<file path="config.mk">
export PLATFORM = sky130hd
export DESIGN_NAME = alu_sbc_unit
export DESIGN_NICKNAME = d
export VERILOG_FILES = /design/src/rtl/alu_sbc_unit_pkg.sv /design/src/rtl/alu_sbc_unit_borrow_lookahead4.sv /design/src/rtl/alu_sbc_unit.sv
export SDC_FILE = /design/constraint.sdc
export NUM_CORES = 1
export LEC_CHECK = 0
export CORE_ASPECT_RATIO = 1.75
export CORE_UTILIZATION = 59
export CTS_BUF_LIST = sky130_fd_sc_hd__clkbuf_4 sky130_fd_sc_hd__clkbuf_8 sky130_fd_sc_hd__clkbuf_16
export CTS_CLUSTER_SIZE = 20
export DETAILED_ROUTE_END_ITERATION = 16
export PLACE_DENSITY_LB_ADDON = 0.12
export RECOVER_POWER = 25
export SYNTH_ARGS = -nofsm -noshare
export SYNTH_HDL_FRONTEND = slang
export SYNTH_SLANG_ARGS = --single-unit
</file>
<file path="constraint.sdc">
create_clock -name clk -period 10.96 [get_ports clk]
set_clock_uncertainty 0.1 [all_clocks]
set_input_delay 2.192 -clock clk [delete_from_list [all_inputs] [get_ports clk]]
set_output_delay 2.192 -clock clk [all_outputs]
set_load 0.01 [all_outputs]
</file>
<file path="src/rtl/alu_sbc_unit_pkg.sv">
// Shared definitions for the 6502 SBC unit: FSM encodings, BCD correction
// constants and the packed flag bundle.
package alu_sbc_unit_pkg;

    localparam logic [2:0] ST_IDLE = 3'd0;
    localparam logic [2:0] ST_LO   = 3'd1;
    localparam logic [2:0] ST_HI   = 3'd2;
    localparam logic [2:0] ST_ADJ  = 3'd3;
    localparam logic [2:0] ST_DONE = 3'd4;

    localparam logic [3:0] BCD_NIB_ADJ  = 4'h6;
    localparam logic [7:0] BCD_BYTE_ADJ = 8'h60;

    typedef struct packed {
        logic n;
        logic v;
        logic z;
        logic c;
    } sbc_flags_t;

endpackage

</file>
<file path="src/rtl/alu_sbc_unit_borrow_lookahead4.sv">
// 4-bit borrow look-ahead subtractor slice: a - b - bin, with every
// internal borrow formed in parallel from propagate/generate terms.
module borrow_lookahead4 (
    input  logic [3:0] a_i,
    input  logic [3:0] b_i,
    input  logic       bin_i,
    output logic [3:0] bout_o,
    output logic [3:0] diff_o
);

    logic [3:0] p;
    logic [3:0] g;

    // A borrow is generated when a=0,b=1 and propagated when a=0 or b=1.
    assign p = ~a_i | b_i;
    assign g = ~a_i & b_i;

    assign bout_o[0] = g[0] | (p[0] & bin_i);
    assign bout_o[1] = g[1] | (p[1] & g[0]) | (p[1] & p[0] & bin_i);
    assign bout_o[2] = g[2] | (p[2] & g[1]) | (p[2] & p[1] & g[0])
                     | (p[2] & p[1] & p[0] & bin_i);
    assign bout_o[3] = g[3] | (p[3] & g[2]) | (p[3] & p[2] & g[1])
                     | (p[3] & p[2] & p[1] & g[0])
                     | (p[3] & p[2] & p[1] & p[0] & bin_i);

    assign diff_o = a_i ^ b_i ^ {bout_o[2:0], bin_i};

endmodule

</file>
<file path="src/rtl/alu_sbc_unit.sv">
// Multi-cycle 6502 SBC: nibble-serial binary subtract through one shared
// borrow look-ahead slice, then optional NMOS decimal correction.
module alu_sbc_unit
    import alu_sbc_unit_pkg::*;
(
    input  logic       clk,
    input  logic       rst,
    input  logic       start,
    input  logic [7:0] A,
    input  logic [7:0] B,
    input  logic       Cin,
    input  logic       D,
    output logic       busy,
    output logic       done,
    output logic [7:0] Result,
    output logic       N,
    output logic       V,
    output logic       Z,
    output logic       C
);

    logic [2:0]  state_q, state_d;
    logic [7:0]  a_q, a_d;
    logic [7:0]  b_q, b_d;
    logic        bin_q, bin_d;
    logic        dec_q, dec_d;
    logic [3:0]  dl_q, dl_d;
    logic        bl_q, bl_d;
    sbc_flags_t  bflg_q, bflg_d;
    sbc_flags_t  flg_q, flg_d;
    logic [7:0]  res_q, res_d;

    logic [3:0]  nib_a, nib_b, nib_diff, nib_bout;
    logic        nib_bin;
    logic [7:0]  r_bin;
    sbc_flags_t  hi_flags;

    logic signed [9:0] al_raw, al_fix, s_raw, s_fix;
    logic [7:0]        res_adj;
    logic [1:0]        adj_unused;

    // The single slice serves the low nibble in LO and the high nibble in HI.
    assign nib_a   = (state_q == ST_HI) ? a_q[7:4] : a_q[3:0];
    assign nib_b   = (state_q == ST_HI) ? b_q[7:4] : b_q[3:0];
    assign nib_bin = (state_q == ST_HI) ? bl_q     : bin_q;

    borrow_lookahead4 u_bla (
        .a_i    (nib_a),
        .b_i    (nib_b),
        .bin_i  (nib_bin),
        .bout_o (nib_bout),
        .diff_o (nib_diff)
    );

    assign r_bin      = {nib_diff, dl_q};
    assign hi_flags.n = r_bin[7];
    assign hi_flags.z = (r_bin == 8'h00);
    assign hi_flags.v = (a_q[7] ^ b_q[7]) & (a_q[7] ^ r_bin[7]);
    assign hi_flags.c = ~nib_bout[3];

    // NMOS decimal correction, kept signed and 10 bits wide until the final slice.
    always_comb begin
        al_raw = $signed({6'b0, a_q[3:0]}) - $signed({6'b0, b_q[3:0]})
               - $signed({9'b0, bin_q});
        al_fix = al_raw[9] ? (((al_raw - $signed({6'b0, BCD_NIB_ADJ})) & 10'sh00F) - 10'sd16)
                           : al_raw;
        s_raw  = $signed({2'b0, a_q[7:4], 4'h0}) - $signed({2'b0, b_q[7:4], 4'h0}) + al_fix;
        s_fix  = s_raw[9] ? (s_raw - $signed({2'b0, BCD_BYTE_ADJ})) : s_raw;
    end

    assign res_adj    = s_fix[7:0];
    assign adj_unused = s_fix[9:8];

    always_comb begin
        state_d = state_q;
        a_d     = a_q;
        b_d     = b_q;
        bin_d   = bin_q;
        dec_d   = dec_q;
        dl_d    = dl_q;
        bl_d    = bl_q;
        bflg_d  = bflg_q;
        flg_d   = flg_q;
        res_d   = res_q;
        case (state_q)
            ST_IDLE: begin
                if (start) begin
                    a_d     = A;
                    b_d     = B;
                    bin_d   = ~Cin;
                    dec_d   = D;
                    state_d = ST_LO;
                end
            end
            ST_LO: begin
                dl_d    = nib_diff;
                bl_d    = nib_bout[3];
                state_d = ST_HI;
            end
            ST_HI: begin
                bflg_d = hi_flags;
                if (dec_q) begin
                    state_d = ST_ADJ;
                end else begin
                    res_d   = r_bin;
                    flg_d   = hi_flags;
                    state_d = ST_DONE;
                end
            end
            ST_ADJ: begin
                // Flags stay binary-derived; only the result is corrected.
                res_d   = res_adj;
                flg_d   = bflg_q;
                state_d = ST_DONE;
            end
            ST_DONE: state_d = ST_IDLE;
            default: state_d = ST_IDLE;
        endcase
    end

    always_ff @(posedge clk) begin
        if (rst) begin
            state_q <= ST_IDLE;
            a_q     <= 8'h00;
            b_q     <= 8'h00;
            bin_q   <= 1'b0;
            dec_q   <= 1'b0;
            dl_q    <= 4'h0;
            bl_q    <= 1'b0;
            bflg_q  <= '0;
            flg_q   <= '0;
            res_q   <= 8'h00;
        end else begin
            state_q <= state_d;
            a_q     <= a_d;
            b_q     <= b_d;
            bin_q   <= bin_d;
            dec_q   <= dec_d;
            dl_q    <= dl_d;
            bl_q    <= bl_d;
            bflg_q  <= bflg_d;
            flg_q   <= flg_d;
            res_q   <= res_d;
        end
    end

    assign busy   = (state_q != ST_IDLE);
    assign done   = (state_q == ST_DONE);
    assign Result = res_q;
    assign N      = flg_q.n;
    assign V      = flg_q.v;
    assign Z      = flg_q.z;
    assign C      = flg_q.c;

endmodule
</file>
==> run summary <==
### Power and ir drop
• 34.6% — net switching fraction of the power
• 1.24 nW — Leak Pwr
• 0.467 mW — post-route total power
• 151 mW/mm² — power density relative to cell area
• 0.162 mW — NetSw
• 36.2% — share of power burned in combinational logic
• 36.4% — sequential share of power
• 0.134 mV — largest vdd supply drop
• 0.305 mW — cell internal power dissipation
• 27.5% — portion of total power attributed to the clock network

### Cells and area
• 0.00163 mm² — combined area of the multi-input logic cells
• 841 µm² — Sequential Area
• 4.83% — share of cells above drive strength 1
• 401 — Post-Layout Cell Count
• sky130_fd_sc_hd__nand2_1 — most frequent standard cell in the layout excluding fill and tap cells
• 17.9% — P&R area growth vs syn
• 0 — diodes inserted
• 399 — nets
• 0.00309 mm² — design area
• 73.8% — core utilization of the finished layout
• 335 — number of fill cells
• sky130_fd_sc_hd__nand2_1 (53), sky130_fd_sc_hd__dfxtp_1 (42), sky130_fd_sc_hd__nor2_1 (33), sky130_fd_sc_hd__clkdlybuf4s50_1 (33), sky130_fd_sc_hd__a21oi_1 (31) — leading cell types in the layout, fill and taps excluded

### Synthesis
• 323 — gate count of the mapped netlist
• 371 — total nets after synthesis
• 32.1% — top-area cell type share of the netlist area
• sky130_fd_sc_hd__dfxtp_1 — flip-flop cell with the highest count after synthesis
• 0 — number of synthesized flops with an enable pin
• sky130_fd_sc_hd__dfxtp_1 — cell type with the largest total area after synthesis
• 42 — post-synthesis sequential element count
• 32.1% — Seq/Total Area, Yosys
• 47 — number of unique standard cell types used by synthesis
• sky130_fd_sc_hd__dfxtp_1 (32%), sky130_fd_sc_hd__ha_1 (11%), sky130_fd_sc_hd__nand2_1 (7.6%) — cell types occupying the most area after synthesis
• 8.12 µm² — Mapped Avg Cell Area
• 0% — asr flop ratio synth
• 0 — synthesis warning total
• 0.00262 mm² — post-synthesis instance area

### Worst setup path
• Result[7]$_SDFFE_PP0P_ — capturing instance or port of the critical path
• 2 — buffers and inverters on the worst path
• 11.04 ns — Data required, critical path
• 44 — crit-path max FO
• 7.01 ns — r2r setup slk
• primary input to flop — WS Path Type
• primary input — category of the worst setup path launch point
• flop — endpoint kind of the worst setup timing path
• dlygate4sd3_1 > clkbuf_1 > nor2_1 > o21ai_0 > o211ai_1 — critical-path cell list
• 1.35 ns — maximum single-stage delay on the critical path
• 18 — depth of the worst register-to-register path
• b_q[0]$_SDFFE_PP0P_ — reg-to-reg startpoint
• 4.54 ns — data arrival time of the critical path
• rst — launch point of the critical path
• 5 — cell count along the critical path
• Result[7]$_SDFFE_PP0P_ — Worst R2R End
• buffers and inverters — CP top delay family
• sky130_fd_sc_hd__clkbuf_1 — CP max stage cell

### Clock tree
• sky130_fd_sc_hd__clkbuf_8 — clock root buffer
• 0.31 ns — clock network latency to the later pin of the worst-skew pair
• built — clock tree from TritonCTS
• 0 — cts-stage hold buffer count
• 42 — TritonCTS sink count
• 2 — worst-case clock buffer depth
• 2 — H-tree level count
• 0.08 ns — clock-pin slew on the worst setup and hold paths
• 5 — clock buffers created by TritonCTS
• 0 — Post-CTS Setup Inserts
• 0 — post-cts repair resize count

### Route
• 2220 µm — routed metal-1 wirelength
• 0 — number of DRC violations after detailed routing
• 179 µm — amount of wire on met3 after detailed routing
• 5.79 — Avg Vias per Cell
• met4 — highest metal used
• 3040 µm — wire length on met2
• 4 — Pre-antenna DRT Iters
• 14.2 µm — routed wire length per instance
• 2320 — Via Count
• 0 — antenna-violating nets left
• 5690 µm — wire length after detailed routing
• 23 — Initial DRC Count

### STA
• 45 — number of slew-limit violations in the final report
• 40.7% — Period Utilization, post-route
• 4.46 ns — shortest period the worst path allows
• 0 — Final Hold Violating Endpoints
• 224 MHz — Max Clk Rate
• 6.50 ns — final worst slack
• 0 ns — total negative setup slack
• -26.7% — worst slew margin relative to its limit
• false — setup repair after global routing missed its margin
• 0 — setup violation total in the final timing report
• 1.90 ns — transition time at the pin with the least slew margin
• 0.359 ns — smallest hold slack

### Floorplanning
• 35 — number of ports placed on the die boundary
• 90.2 µm — DIE HEIGHT
• 31 — count of standard-cell rows
• 0.00472 mm² — Total Die Area
• 62.6% — starting density of the core
• 52.4 µm — horizontal die dimension
• 0.00419 mm² — area of the core

### GRT
• 2279 — via count of the first global-routing pass
• 0 — initial antenna violation count
• 9910 µm — first-pass GRT wire length
• 0 — total gr overflow
• 45 — maximum number of pins on one net before global-route repair
• 27.6% — global router's overall resource usage

### Placed design
• 4400 µm — HPWL after DPL
• 34 — count of port buffers added during placement
• 393 — number of placed cells counting well taps
• 0.00298 mm² — post-placement cell area
• 0.905 — final weighted congestion in routability-driven placement
• 7.06 ns — placement-stage worst setup slack

### Hold path
• flop to flop — worst min-delay path category

### Run status
• finished, violations left — result of the run
• capacitance limit, slew limit — violated checks

### Run
• 1 — number of maximum-capacitance violations

[layout make-up]
cell class	count	area share (%)
multi-input combinational	242	52.8
sequential	42	27.2
timing repair buffer	35	11.1
inverter	25	3.04
clock buffer	5	2.23
tap	49	1.98
clock inverter	3	1.58
[worst min-delay path, stage by stage (launching register included)]
cell and delay (ns):
sky130_fd_sc_hd__dfxtp_1 0.31, sky130_fd_sc_hd__nand2_1 0.05, sky130_fd_sc_hd__a21oi_1 0.05
[synthesized netlist by cell type, types with 2 or more instances]
cell / instances
sky130_fd_sc_hd__inv_1: 25
sky130_fd_sc_hd__xnor2_1: 7
sky130_fd_sc_hd__a22oi_1: 4
sky130_fd_sc_hd__or2_2: 2
sky130_fd_sc_hd__dfxtp_1: 42
sky130_fd_sc_hd__a31oi_1: 2
sky130_fd_sc_hd__o21ai_0: 4
sky130_fd_sc_hd__nand3b_1: 2
sky130_fd_sc_hd__mux2i_1: 7
sky130_fd_sc_hd__nor2_1: 33
sky130_fd_sc_hd__fa_1: 3
sky130_fd_sc_hd__a21o_1: 7
sky130_fd_sc_hd__nor3b_1: 3
sky130_fd_sc_hd__nor3_1: 3
sky130_fd_sc_hd__clkbuf_1: 12
sky130_fd_sc_hd__a211oi_1: 11
sky130_fd_sc_hd__a31o_1: 2
sky130_fd_sc_hd__nand2_1: 53
sky130_fd_sc_hd__ha_1: 24
sky130_fd_sc_hd__a21boi_0: 4
sky130_fd_sc_hd__and2_1: 2
sky130_fd_sc_hd__a221oi_1: 2
sky130_fd_sc_hd__a311oi_1: 2
sky130_fd_sc_hd__nor4_1: 4
sky130_fd_sc_hd__nand4_1: 2
sky130_fd_sc_hd__a21oi_1: 31
sky130_fd_sc_hd__and3_1: 2
sky130_fd_sc_hd__nand2b_1: 3
sky130_fd_sc_hd__xor2_1: 6
sky130_fd_sc_hd__o211ai_1: 2
[how the worst min path moves through the flow]
| stage | from | to | slack (ns) | cells after the start |
|---|---|---|---|---|
| CTS | b_q[3]$_SDFFE_PP0P_ | b_q[3]$_SDFFE_PP0P_ | 0.36 | 2 |
| detailed placement | b_q[3]$_SDFFE_PP0P_ | b_q[3]$_SDFFE_PP0P_ | 0.35 | 2 |
| global route | b_q[2]$_SDFFE_PP0P_ | b_q[2]$_SDFFE_PP0P_ | 0.38 | 2 |
| floorplan | bflg_q[1]$_SDFFE_PP0P_ | bflg_q[1]$_SDFFE_PP0P_ | 0.33 | 2 |
| global placement | bflg_q[1]$_SDFFE_PP0P_ | bflg_q[1]$_SDFFE_PP0P_ | 0.34 | 2 |
| finish | b_q[3]$_SDFFE_PP0P_ | b_q[3]$_SDFFE_PP0P_ | 0.36 | 2 |
[power groups by stage]
stage          Clock, mW  Sequential [mW]  Combinational (mW)
2_1_floorplan          0            0.172               0.126
3_3_place_gp           0            0.173               0.163
3_5_place_dp           0            0.173               0.167
4_1_cts            0.129            0.170               0.169
5_1_grt            0.135            0.171               0.191
6_report           0.128            0.170               0.169
[registers in the layout, summed over array words and instances (netlist names)]
register  cells
C             1
N             1
Result        8
V             1
Z             1
a_q           8
b_q           8
bflg_q        4
bin_q         1
bl_q          1
dec_q         1
dl_q          4
state_q       3
[cell families after synthesis]
kind of cell / Yosys count / share of synthesized area (%)
compound gates: 81 / 21.1
xor+xnor: 14 / 5.39
fa+ha+maj: 27 / 13.7
buf+inv: 39 / 5.63
flops: 42 / 32.1
mux: 7 / 2.67
simple gates: 113 / 19.4
[layer usage]
metal | up-vias | track usage (%)
met4 | 0 | 15.4
li1 | 1165 | -
met1 | 1071 | 29.1
met5 | - | 0
met3 | 21 | 5.08
met2 | 63 | 48.4
(Power assumes the default switching activity.)
